**config.mk**
```make
export PLATFORM = sky130hd
export DESIGN_NAME = i2c_cmd_engine_flat
export DESIGN_NICKNAME = d
export VERILOG_FILES = /design/src/rtl/i2c_cmd_engine_pkg.sv /design/src/rtl/i2c_cmd_engine_if.sv /design/src/rtl/i2c_cmd_engine_qtick.sv /design/src/rtl/i2c_cmd_engine.sv /design/src/flat_wrapper.sv
export SDC_FILE = /design/constraint.sdc
export NUM_CORES = 1
export LEC_CHECK = 0
export CORE_AREA = 2 2 88 90
export CTS_CLUSTER_DIAMETER = 200
export DETAILED_ROUTE_END_ITERATION = 8
export DIE_AREA = 0 0 90 92
export PLACE_DENSITY = 0.74
export SYNTH_ARGS = -nofsm -noshare
export SYNTH_HDL_FRONTEND = slang
export SYNTH_HIERARCHICAL = 1
export SYNTH_SLANG_ARGS = --single-unit
```
**constraint.sdc**
```tcl
create_clock -name clk -period 2.5 [get_ports clk]
set_input_delay 0.25 -clock clk [delete_from_list [all_inputs] [get_ports clk]]
set_output_delay 0.25 -clock clk [all_outputs]
set_load 0.02 [all_outputs]
```
**src/rtl/i2c_cmd_engine_pkg.sv**
```systemverilog
// Shared definitions for the I2C command engine: operation codes, the board's
// known device addresses, the FSM state encoding (8 bits wide so it can be
// exported on a debug bus unchanged) and the on-bus address byte helper.
package i2c_pkg;

  localparam logic READ_OP  = 1'b1;
  localparam logic WRITE_OP = 1'b0;

  // Device addresses as used by the sequencers (bit0 is replaced by R/W on the bus)
  localparam logic [7:0] ID_PWR_EXP  = 8'h42;
  localparam logic [7:0] ID_MUX_A    = 8'hE0;
  localparam logic [7:0] ID_MUX_B    = 8'hE4;
  localparam logic [7:0] ID_QSFP_SB  = 8'h40;
  localparam logic [7:0] ID_QSFP_EEP = 8'hA0;

  localparam int STATE_W = 8;

  typedef enum logic [STATE_W-1:0] {
    ST_IDLE    = 8'h00,
    ST_START   = 8'h01,
    ST_TX_BYTE = 8'h02,
    ST_ACK_RX  = 8'h03,
    ST_RSTART  = 8'h04,
    ST_RX_BYTE = 8'h05,
    ST_NACK_TX = 8'h06,
    ST_STOP    = 8'h07,
    ST_DONE    = 8'h08
  } state_t;

  // Address byte as it appears on the wire: device address with R/W in bit0
  function automatic logic [7:0] bus_id(input logic [7:0] id, input logic rw);
    return {id[7:1], rw};
  endfunction

endpackage

```
**src/rtl/i2c_cmd_engine_if.sv**
```systemverilog
// IO_CONTROL command interface between the sequencers (master) and the
// I2C command engine (slave), including the engine's status flags.
interface i2c_cmd_engine_if;
  import i2c_pkg::*;

  logic       IO_CONTROL_PULSE;
  logic       IO_CONTROL_RW;
  logic [7:0] IO_CONTROL_ID;
  logic [7:0] IO_ADDR_ADDR;
  logic [7:0] IO_WDATA_WDATA;
  logic [7:0] IO_RDATA_RDATA;
  logic       IO_CONTROL_CMPLT;
  logic       busy;
  logic       ack_err;

  modport master (
    output IO_CONTROL_PULSE, IO_CONTROL_RW, IO_CONTROL_ID, IO_ADDR_ADDR, IO_WDATA_WDATA,
    input  IO_RDATA_RDATA, IO_CONTROL_CMPLT, busy, ack_err
  );

  modport slave (
    input  IO_CONTROL_PULSE, IO_CONTROL_RW, IO_CONTROL_ID, IO_ADDR_ADDR, IO_WDATA_WDATA,
    output IO_RDATA_RDATA, IO_CONTROL_CMPLT, busy, ack_err
  );

endinterface

```
**src/rtl/i2c_cmd_engine_qtick.sv**
```systemverilog
// Quarter-bit tick generator: one tick every CLK_DIV clk cycles. 'clear'
// restarts the period, 'hold' freezes it while a target stretches SCL.
module i2c_qtick
  import i2c_pkg::*;
#(
  parameter int CLK_DIV = 125
) (
  input  logic clk,
  input  logic rst_n,
  input  logic clear,
  input  logic hold,
  output logic tick
);

  localparam int CW = $clog2(CLK_DIV);
  localparam logic [CW-1:0] LAST = CW'(CLK_DIV - 1);

  logic [CW-1:0] cnt;

  // Divider counter: restarts on clear, freezes on hold, wraps after LAST
  always_ff @(posedge clk or negedge rst_n) begin
    if (!rst_n) begin
      cnt <= '0;
    end else if (clear) begin
      cnt <= '0;
    end else if (!hold) begin
      cnt <= (cnt == LAST) ? '0 : cnt + 1'b1;
    end
  end

  assign tick = !clear && !hold && (cnt == LAST);

endmodule

```
**src/rtl/i2c_cmd_engine.sv**
```systemverilog
// Single-register I2C transaction engine, responder on the IO_CONTROL command
// interface and master on one open-drain SCL/SDA bus.
// Optional build macro I2C_CLK_STRETCH_EN: when defined, the quarter timing
// freezes while SCL is released but held low by a target (clock stretching);
// when undefined scl_i is ignored.
module i2c_cmd_engine
  import i2c_pkg::*;
#(
  parameter int CLK_DIV = 125
) (
  input  logic             clk,
  input  logic             rst_n,
  i2c_cmd_engine_if.slave  io,
  output logic             scl_t,
  output logic             sda_t,
  input  logic             scl_i,
  input  logic             sda_i
);

  state_t     state, state_nxt;
  logic [1:0] qtr;
  logic [2:0] bit_cnt;
  logic [1:0] phase;
  logic       rw_q;
  logic [7:0] id_q, addr_q, wdata_q;
  logic [7:0] tx_byte, rx_byte, rdata_q;
  logic       ack_err_q, nack_q;
  logic       tick, hold, slot_end, sample, accept;
  logic       scl_nxt, sda_nxt, scl_mid;

  assign accept   = (state == ST_IDLE) && io.IO_CONTROL_PULSE;
  assign slot_end = tick && (qtr == 2'd3);
  assign sample   = tick && (qtr == 2'd1);
  assign scl_mid  = (qtr == 2'd1) || (qtr == 2'd2);

`ifdef I2C_CLK_STRETCH_EN
  assign hold = scl_t && !scl_i;
`else
  logic unused_scl_i;
  assign unused_scl_i = scl_i;
  assign hold = 1'b0;
`endif

  i2c_qtick #(.CLK_DIV(CLK_DIV)) u_qtick (
    .clk   (clk),
    .rst_n (rst_n),
    .clear (state == ST_IDLE),
    .hold  (hold),
    .tick  (tick)
  );

  // State register
  always_ff @(posedge clk or negedge rst_n) begin
    if (!rst_n) state <= ST_IDLE;
    else        state <= state_nxt;
  end

  // Next-state: slots advance on the last quarter tick; a NACK jumps to STOP
  always_comb begin
    state_nxt = state;
    case (state)
      ST_IDLE:    if (io.IO_CONTROL_PULSE) state_nxt = ST_START;
      ST_START:   if (slot_end) state_nxt = ST_TX_BYTE;
      ST_TX_BYTE: if (slot_end && bit_cnt == 3'd0) state_nxt = ST_ACK_RX;
      ST_ACK_RX: begin
        if (slot_end) begin
          if (nack_q)              state_nxt = ST_STOP;
          else if (phase == 2'd0)  state_nxt = ST_TX_BYTE;
          else if (phase == 2'd1)  state_nxt = rw_q ? ST_RSTART : ST_TX_BYTE;
          else                     state_nxt = rw_q ? ST_RX_BYTE : ST_STOP;
        end
      end
      ST_RSTART:  if (slot_end) state_nxt = ST_TX_BYTE;
      ST_RX_BYTE: if (slot_end && bit_cnt == 3'd0) state_nxt = ST_NACK_TX;
      ST_NACK_TX: if (slot_end) state_nxt = ST_STOP;
      ST_STOP:    if (slot_end) state_nxt = ST_DONE;
      ST_DONE:    state_nxt = ST_IDLE;
      default:    state_nxt = ST_IDLE;
    endcase
  end

  // Datapath: request latch, quarter/bit counters, byte loading, ACK and data sampling
  always_ff @(posedge clk or negedge rst_n) begin
    if (!rst_n) begin
      qtr       <= 2'd0;
      bit_cnt   <= 3'd7;
      phase     <= 2'd0;
      rw_q      <= WRITE_OP;
      id_q      <= 8'h00;
      addr_q    <= 8'h00;
      wdata_q   <= 8'h00;
      tx_byte   <= 8'h00;
      rx_byte   <= 8'h00;
      rdata_q   <= 8'h00;
      ack_err_q <= 1'b0;
      nack_q    <= 1'b0;
    end else begin
      if (accept) begin
        rw_q      <= io.IO_CONTROL_RW;
        id_q      <= io.IO_CONTROL_ID;
        addr_q    <= io.IO_ADDR_ADDR;
        wdata_q   <= io.IO_WDATA_WDATA;
        ack_err_q <= 1'b0;
        nack_q    <= 1'b0;
      end
      if (tick)                  qtr <= qtr + 2'd1;
      else if (state == ST_IDLE) qtr <= 2'd0;
      if (sample && state == ST_ACK_RX) begin
        nack_q <= sda_i;
        if (sda_i) ack_err_q <= 1'b1;
      end
      if (sample && state == ST_RX_BYTE) rx_byte <= {rx_byte[6:0], sda_i};
      if (slot_end) begin
        case (state)
          ST_START: begin
            tx_byte <= bus_id(id_q, WRITE_OP);
            bit_cnt <= 3'd7;
            phase   <= 2'd0;
          end
          ST_TX_BYTE: bit_cnt <= bit_cnt - 3'd1;
          ST_RX_BYTE: begin
            bit_cnt <= bit_cnt - 3'd1;
            if (bit_cnt == 3'd0) rdata_q <= rx_byte;
          end
          ST_ACK_RX: begin
            if (!nack_q) begin
              phase <= phase + 2'd1;
              if (phase == 2'd0)              tx_byte <= addr_q;
              else if (phase == 2'd1 && !rw_q) tx_byte <= wdata_q;
            end
          end
          ST_RSTART: tx_byte <= bus_id(id_q, READ_OP);
          default: ;
        endcase
      end
    end
  end

  // Pad levels decoded from state and quarter, before the output register
  always_comb begin
    scl_nxt = 1'b1;
    sda_nxt = 1'b1;
    case (state)
      ST_START: begin
        sda_nxt = (qtr < 2'd2);
        scl_nxt = (qtr != 2'd3);
      end
      ST_RSTART: begin
        sda_nxt = (qtr < 2'd2);
        scl_nxt = scl_mid;
      end
      ST_TX_BYTE: begin
        sda_nxt = tx_byte[bit_cnt];
        scl_nxt = scl_mid;
      end
      ST_ACK_RX, ST_RX_BYTE, ST_NACK_TX: scl_nxt = scl_mid;
      ST_STOP: begin
        sda_nxt = qtr[1];
        scl_nxt = (qtr != 2'd0);
      end
      default: ;
    endcase
  end

  // Registered pad drivers so the open-drain enables never glitch; reset releases both
  always_ff @(posedge clk or negedge rst_n) begin
    if (!rst_n) begin
      scl_t <= 1'b1;
      sda_t <= 1'b1;
    end else begin
      scl_t <= scl_nxt;
      sda_t <= sda_nxt;
    end
  end

  assign io.IO_RDATA_RDATA   = rdata_q;
  assign io.IO_CONTROL_CMPLT = (state == ST_DONE);
  assign io.busy             = (state != ST_IDLE) && (state != ST_DONE);
  assign io.ack_err          = ack_err_q;

endmodule

```
**src/flat_wrapper.sv**
```systemverilog
// flat-port wrapper written by rule: the top's interface ports become plain ports
module i2c_cmd_engine_flat import i2c_pkg::*;
#(
  parameter int CLK_DIV = 125
)
  (clk, rst_n, scl_t, sda_t, scl_i, sda_i, io_IO_CONTROL_PULSE, io_IO_CONTROL_RW, io_IO_CONTROL_ID, io_IO_ADDR_ADDR, io_IO_WDATA_WDATA, io_IO_RDATA_RDATA, io_IO_CONTROL_CMPLT, io_busy, io_ack_err);
  i2c_cmd_engine_if io_i ();
  input  logic clk;
  input  logic rst_n;
  output logic scl_t;
  output logic sda_t;
  input  logic scl_i;
  input  logic sda_i;
  input wire logic [$bits(io_i.IO_CONTROL_PULSE)-1:0] io_IO_CONTROL_PULSE;
  input wire logic [$bits(io_i.IO_CONTROL_RW)-1:0] io_IO_CONTROL_RW;
  input wire logic [$bits(io_i.IO_CONTROL_ID)-1:0] io_IO_CONTROL_ID;
  input wire logic [$bits(io_i.IO_ADDR_ADDR)-1:0] io_IO_ADDR_ADDR;
  input wire logic [$bits(io_i.IO_WDATA_WDATA)-1:0] io_IO_WDATA_WDATA;
  output wire logic [$bits(io_i.IO_RDATA_RDATA)-1:0] io_IO_RDATA_RDATA;
  output wire logic [$bits(io_i.IO_CONTROL_CMPLT)-1:0] io_IO_CONTROL_CMPLT;
  output wire logic [$bits(io_i.busy)-1:0] io_busy;
  output wire logic [$bits(io_i.ack_err)-1:0] io_ack_err;
  assign io_i.IO_CONTROL_PULSE = io_IO_CONTROL_PULSE;
  assign io_i.IO_CONTROL_RW = io_IO_CONTROL_RW;
  assign io_i.IO_CONTROL_ID = io_IO_CONTROL_ID;
  assign io_i.IO_ADDR_ADDR = io_IO_ADDR_ADDR;
  assign io_i.IO_WDATA_WDATA = io_IO_WDATA_WDATA;
  assign io_IO_RDATA_RDATA = io_i.IO_RDATA_RDATA;
  assign io_IO_CONTROL_CMPLT = io_i.IO_CONTROL_CMPLT;
  assign io_busy = io_i.busy;
  assign io_ack_err = io_i.ack_err;
  i2c_cmd_engine #(.CLK_DIV(CLK_DIV)) u_core (.clk(clk), .rst_n(rst_n), .io(io_i), .scl_t(scl_t), .sda_t(sda_t), .scl_i(scl_i), .sda_i(sda_i));
endmodule
```
Word level (Yosys, flattened, before mapping)
Index checks and enable logic that the tools add are counted. W data, S select, Z words.

Register bits after elaboration: 75. Logic and storage cells: 109.

$add $sub $neg: 4. $lt $le $gt $ge: 2. Equal/unequal tests: 24. Muxes and demuxes: 33. Reduce and logical (&&, ||, !) cells: 30.

Operators with widths (count): $mux W8 (13); $pmux W8 S7 (1); $eq A8 B3 Y1 const B (4); $pmux W8 S3 (1); $eq A8 B2 Y1 const B (2); $mux W7 (2); $ne A2 B1 Y1 const B (6); $reduce_bool A2 Y1 (5); $logic_and A1 B1 Y1 (9); $eq A8 B1 Y1 const B (1); $eq A8 B4 Y1 const B (1); $logic_not A8 Y1 (1); $mux W2 (4); $ne A8 B4 Y1 const B (1); $reduce_bool A8 Y1 (1); $add A7 B1 Y7 const B (1); $eq A7 B7 Y1 const B (1); $reduce_and A7 Y1 (1); $mux W1 (6); $ne A2 B2 Y1 const B (3); $pmux W1 S3 (2); $pmux W3 S2 (1); $reduce_and A3 Y1 (2); $reduce_or A5 Y1 (1); other kinds (18) (23).

Depth between registers and ports, before layout
Word-level depth: 7. Mapped depth: 9. Depth with buffers taken out: 8.

Modules after synthesis
Netlist, hierarchy kept.

By module, submodules not included: i2c_cmd_engine (times used 1, cells each 256, area an instance 3098.0 µm², seq. area each 1582.8 µm²); i2c_qtick (times used 1, cells each 49, area an instance 435.4 µm², seq. area each 175.2 µm²).

Worst setup path after synthesis
OpenSTA, ideal clock, no wires.

Kind: register to register. From: reg u_core.state[1]. To: reg u_core.tx_byte[0]. Data arrival time: 2.426 ns. Slack: -0.051 ns. Stages on the path, launching flop included: 9. Cell sequence: dfrtp_1 buf_2 nor4_2 clkbuf_1 nor4_1 clkbuf_1 nand2_1 a2111oi_4 mux2_4.

Word-level cells in the longest chain between the ends: 5. Elaborated cells between the ends (all ways): 12. Those cells by class: eq/ne: 5; mux: 1; reduce/logical: 6.

Ends and longest elaborated chain: start, declared (line i2c_cmd_engine.sv:20) `state_t state, state_nxt;`; start signal, assigned (line i2c_cmd_engine.sv:55) `else state <= state_nxt;`; $logic_not A8 Y1 (line i2c_cmd_engine.sv:47) `.clear (state == ST_IDLE),`; $logic_not A1 Y1 (line i2c_cmd_engine_qtick.sv:31) `assign tick = !clear && !hold && (cnt == LAST);`; $logic_and A1 B1 Y1 (line i2c_cmd_engine_qtick.sv:31); named net u_core.tick (line i2c_cmd_engine.sv:28) `logic tick, hold, slot_end, sample, accept;`; $logic_and A1 B1 Y1 (line i2c_cmd_engine.sv:32) `assign slot_end = tick && (qtr == 2'd3);`; $reduce_and A4 Y1 (no source line); end signal, assigned (line i2c_cmd_engine.sv:116) `tx_byte <= bus_id(id_q, WRITE_OP);`; end signal, assigned (line i2c_cmd_engine.sv:128) `if (phase == 2'd0) tx_byte <= addr_q;`; end signal, assigned (line i2c_cmd_engine.sv:129) `else if (phase == 2'd1 && !rw_q) tx_byte <= wdata_q;`; end, declared (line i2c_cmd_engine.sv:26) `logic [7:0] tx_byte, rx_byte, rdata_q;`.

The timed path passes the listed nets, and every way through them passes these cells. A chain may end at the register's enable or synchronous reset.

Worst setup path in the final report
From: reg u_core.state[1]. To: out io_IO_CONTROL_CMPLT.

Word-level cells in the longest chain between the ends: 1.

Ends and longest elaborated chain: $eq A8 B4 Y1 (line i2c_cmd_engine.sv:177) `assign io.IO_CONTROL_CMPLT = (state == ST_DONE);`; end, declared (line flat_wrapper.sv:20) `output wire logic [$bits(io_i.IO_CONTROL_CMPLT)-1:0] io_IO_CONTROL_CMPLT;`.

Every way passes these cells.

==> out/results.txt <==
Status: finished clean
I/O pin count: 43
Asr flop ratio synth: 100%
Initial antenna violation count: 0
Routed WL: 6850 um
Rows: 32
Final hold violations: 0
CTS Sinks: 70
Area share of the largest cell type after synthesis: 46.0%
Post-CTS Setup Bufs: 0
Final cell count without fillers: 470
Die Y: 92 um
CTS tree: built
Fmax achieved: 0.432 GHz
Clock latency on the worst-skew pair: 0.35 ns
Die X: 90 um
Worst setup margin: 0.184 ns
Slew headroom: 67.3%
Final ANT Viol Nets: 0
Critical Path RT: 2.25 ns
Reg2Reg Depth: 9
GP Congestion: 0.860
Library cells used by synthesis: 57
Max Slew Vio Count: 0
DIE AREA: 8280 um2
Final Cycle Share: 92.7%
Number of synthesized flops with an enable pin: 0
Resize count post-CTS: 0
Power share of the clock group: 33.1%
Initial core utilization: 47.4%
Vias per std cell: 5.30
Total GRT Usage: 18.0%
Top post-synthesis cells by area: dfrtp_1, mux2_2, mux2i_1
Fin nets: 402
Worst EP arrival: 2.07 ns
HP Class: primary input to asynchronous set/reset pin
Number of port buffers: 40
DR DRC count: 0
Layout cell share with drive strength beyond 1: 25.0%
MaxCap Viol Count: 0
H-tree depth: 3
Critical Path Start: u_core/state[1]
Final Setup Violations: 0
First-pass GRT wire length: 11,900 um
Gate count of the mapped netlist: 305
Prevailing post-synth register cell: dfrtp_1
Pre-antenna DRT Iters: 4
Clock slew at reported path FFs: 0.08 ns
Core area: 7450 um2
Kind of critical path: register to output pin
Setup TNS: 0 ns
Grt met2 use: 30.5%
N_diodes: 0
Number of synthesized register bits: 70
Post-DR wirelength/cell: 14.6 um
Mean Syn Cell Area: 11.6 um2
R2r endpoint: u_core/tx_byte[6]
Inst Count DP: 453
CP startpoint kind: register
Critical Path End: io_IO_CONTROL_CMPLT
Vias in the first global route: 2,557
Final-layout fill cell count: 657
Met1 usage: 22.6%
Buffers from clock root to sink, at most: 2
Pre-CTS WS: 0.244 ns
Worst-Margin Slew: 0.485 ns
Vias: 2,491
Cts hold-fix bufs: 1
Sequential-to-total area share from yosys stat: 49.8%
Comb power frac: 16.2%
Sw Share: 29.0%
Multi-input gate area: 1670 um2
Clock skew: 0.00703 ns
Met3 Usage GRT: 3.12%
Area Overhead vs Synth: 22.9%
CP Max Fanout: 19
Peak VDD IR: 265 uV
Iter 0 DRT Violations: 203
Grt total ovfl: 0
P_sw: 0.735 mW
CP Capture Type: output pin
Internal reg-to-reg setup slack: 0.22 ns
Worst r2r src: u_core/u_qtick/cnt[1]
P per Cell Area: 584 nW/um2
Register Area: 1760 um2
Clock root buffer: clkbuf_8
DPL Wire Length: 4660 um
Share of power burned in registers: 50.7%
P_leak: 1.96 nW
Total CTS buffers: 9
RSZ-0062 raised after global routing: no
Fin crit period: 2.32 ns
Most used routing layer: met2
Synth area leader: dfrtp_1
Internal power: 1.80 mW
Total power: 2.54 mW
Mapped cell area: 3530 um2
Ys Warns: 6
Largest net degree at the start of global routing: 71
==> layout by cell type, fill, tap and decap left out, types with 3 or more instances in the layout <==
cell type        synthesis  routed
mux2_2                  35      35
clkdlybuf4s50_1          0      39
dfstp_2                  5       5
dfrtp_1                 65      65
inv_1                   19      19
o31ai_1                  4       4
buf_4                    1      15
conb_1                   1       5
and3_1                   3       3
mux2_4                   9       9
clkbuf_8                 0      10
mux2i_1                 17      17
nand3_1                  6       6
o21ai_0                 11      11
nor2_1                  16      16
ha_1                     9       9
nor2b_1                  5       5
nand2_1                 25      24
a21oi_1                 14      14
clkinvlp_4               0       3
==> final cells by class <==
| cell class | count | area share [%] |
|---|---|---|
| inverter | 19 | 1.64 |
| clock inverter | 6 | 1.04 |
| clock buffer | 10 | 3.17 |
| timing repair buffer | 57 | 12.4 |
| multi-input combinational | 206 | 38.4 |
| sequential | 70 | 40.5 |
| tap | 102 | 2.94 |
==> power by group through the flow <==
| stage | Sequential (mW) | Combinational, mW | Clock [mW] |
|---|---|---|---|
| after floorplan | 1.31 | 0.239 | 0 |
| after global placement | 1.30 | 0.394 | 0 |
| after detailed placement | 1.31 | 0.407 | 0 |
| after CTS | 1.29 | 0.410 | 0.869 |
| after global routing | 1.30 | 0.459 | 0.922 |
| final | 1.29 | 0.410 | 0.841 |
==> worst min-delay path by stage <==
stage / from / endpoint / slack, ns / cells past startpoint
6_report: rst_n / u_core/io.IO_RDATA_RDATA[3] / 0.44 / 3
5_1_grt: rst_n / u_core/io.IO_RDATA_RDATA[3] / 0.49 / 3
4_1_cts: rst_n / u_core/io.IO_RDATA_RDATA[2] / 0.46 / 3
3_5_place_dp: rst_n / u_core/io.IO_RDATA_RDATA[2] / 0.30 / 2
3_3_place_gp: rst_n / u_core/io.IO_RDATA_RDATA[3] / 0.30 / 2
2_1_floorplan: rst_n / u_core/addr_q[0] / -0.05 / 0
==> synth_stat cells (2+ instances only) <==
cell and n:
nand3b_1 2, nand3_1 6, ha_1 9, clkbuf_1 8, mux2_2 35, o21ai_0 11, a21oi_1 14, a211oi_1 2
dfrtp_1 65, buf_2 4, mux2_4 9, nor2_1 16, and3_1 3, o211ai_1 2, mux4_2 2, nand2b_1 2
nor2b_1 5, dfstp_2 5, o21ai_1 2, a22oi_1 2, nor4bb_1 2, o31ai_1 4, and2_1 2, a31oi_1 2
inv_1 19, nand2_1 25, mux2i_1 17
==> flip-flops by register name, indices dropped and copies added (netlist names) <==
name                      flops
u_core/addr_q                 8
u_core/bit_cnt                3
u_core/id_q                   7
u_core/io.IO_RDATA_RDATA      8
u_core/io.ack_err             1
u_core/nack_q                 1
u_core/phase                  2
u_core/qtr                    2
u_core/rw_q                   1
u_core/rx_byte                8
u_core/scl_t                  1
u_core/sda_t                  1
u_core/state                  4
u_core/tx_byte                8
u_core/u_qtick/cnt            7
u_core/wdata_q                8
==> logic make-up after synthesis <==
family                   Yosys count  share of synthesized area, %
AO/OA/AOI/OAI                     52                          9.95
adder cells (fa/ha/maj)            9                          3.19
other                              1                         0.106
multiplexers                      63                          21.1
buffers and inverters             33                          3.75
AND/OR/NAND/NOR                   77                          12.2
flip-flops                        70                          49.8
==> through the flow <==
stage / cell area [um2] / hold slack (ns) / util (%)
global placement: 4150 / 0.301 / 55.7
finish: 4340 / 0.444 / 58.3
CTS: 4340 / 0.459 / 58.3
detailed placement: 4150 / 0.304 / 55.7
global route: 4340 / 0.495 / 58.3
floorplan: 3550 / -0.0456 / -
==> layer usage <==
metal / vias up / wire [um]
met1: 1227 / 3050
met3: 10 / 227
li1: 1198 / -
met5: - / 0
met4: 0 / 114
met2: 56 / 3460
==> critical path, stage by stage, from the launching register on <==
cell	delay, ns
dfrtp_1	0.39
buf_4	0.21
nor2_1	0.29
nand2_1	0.12
nor2_1	0.10
clkdlybuf4s50_1	0.60
Power figures use the tool's default switching activity.
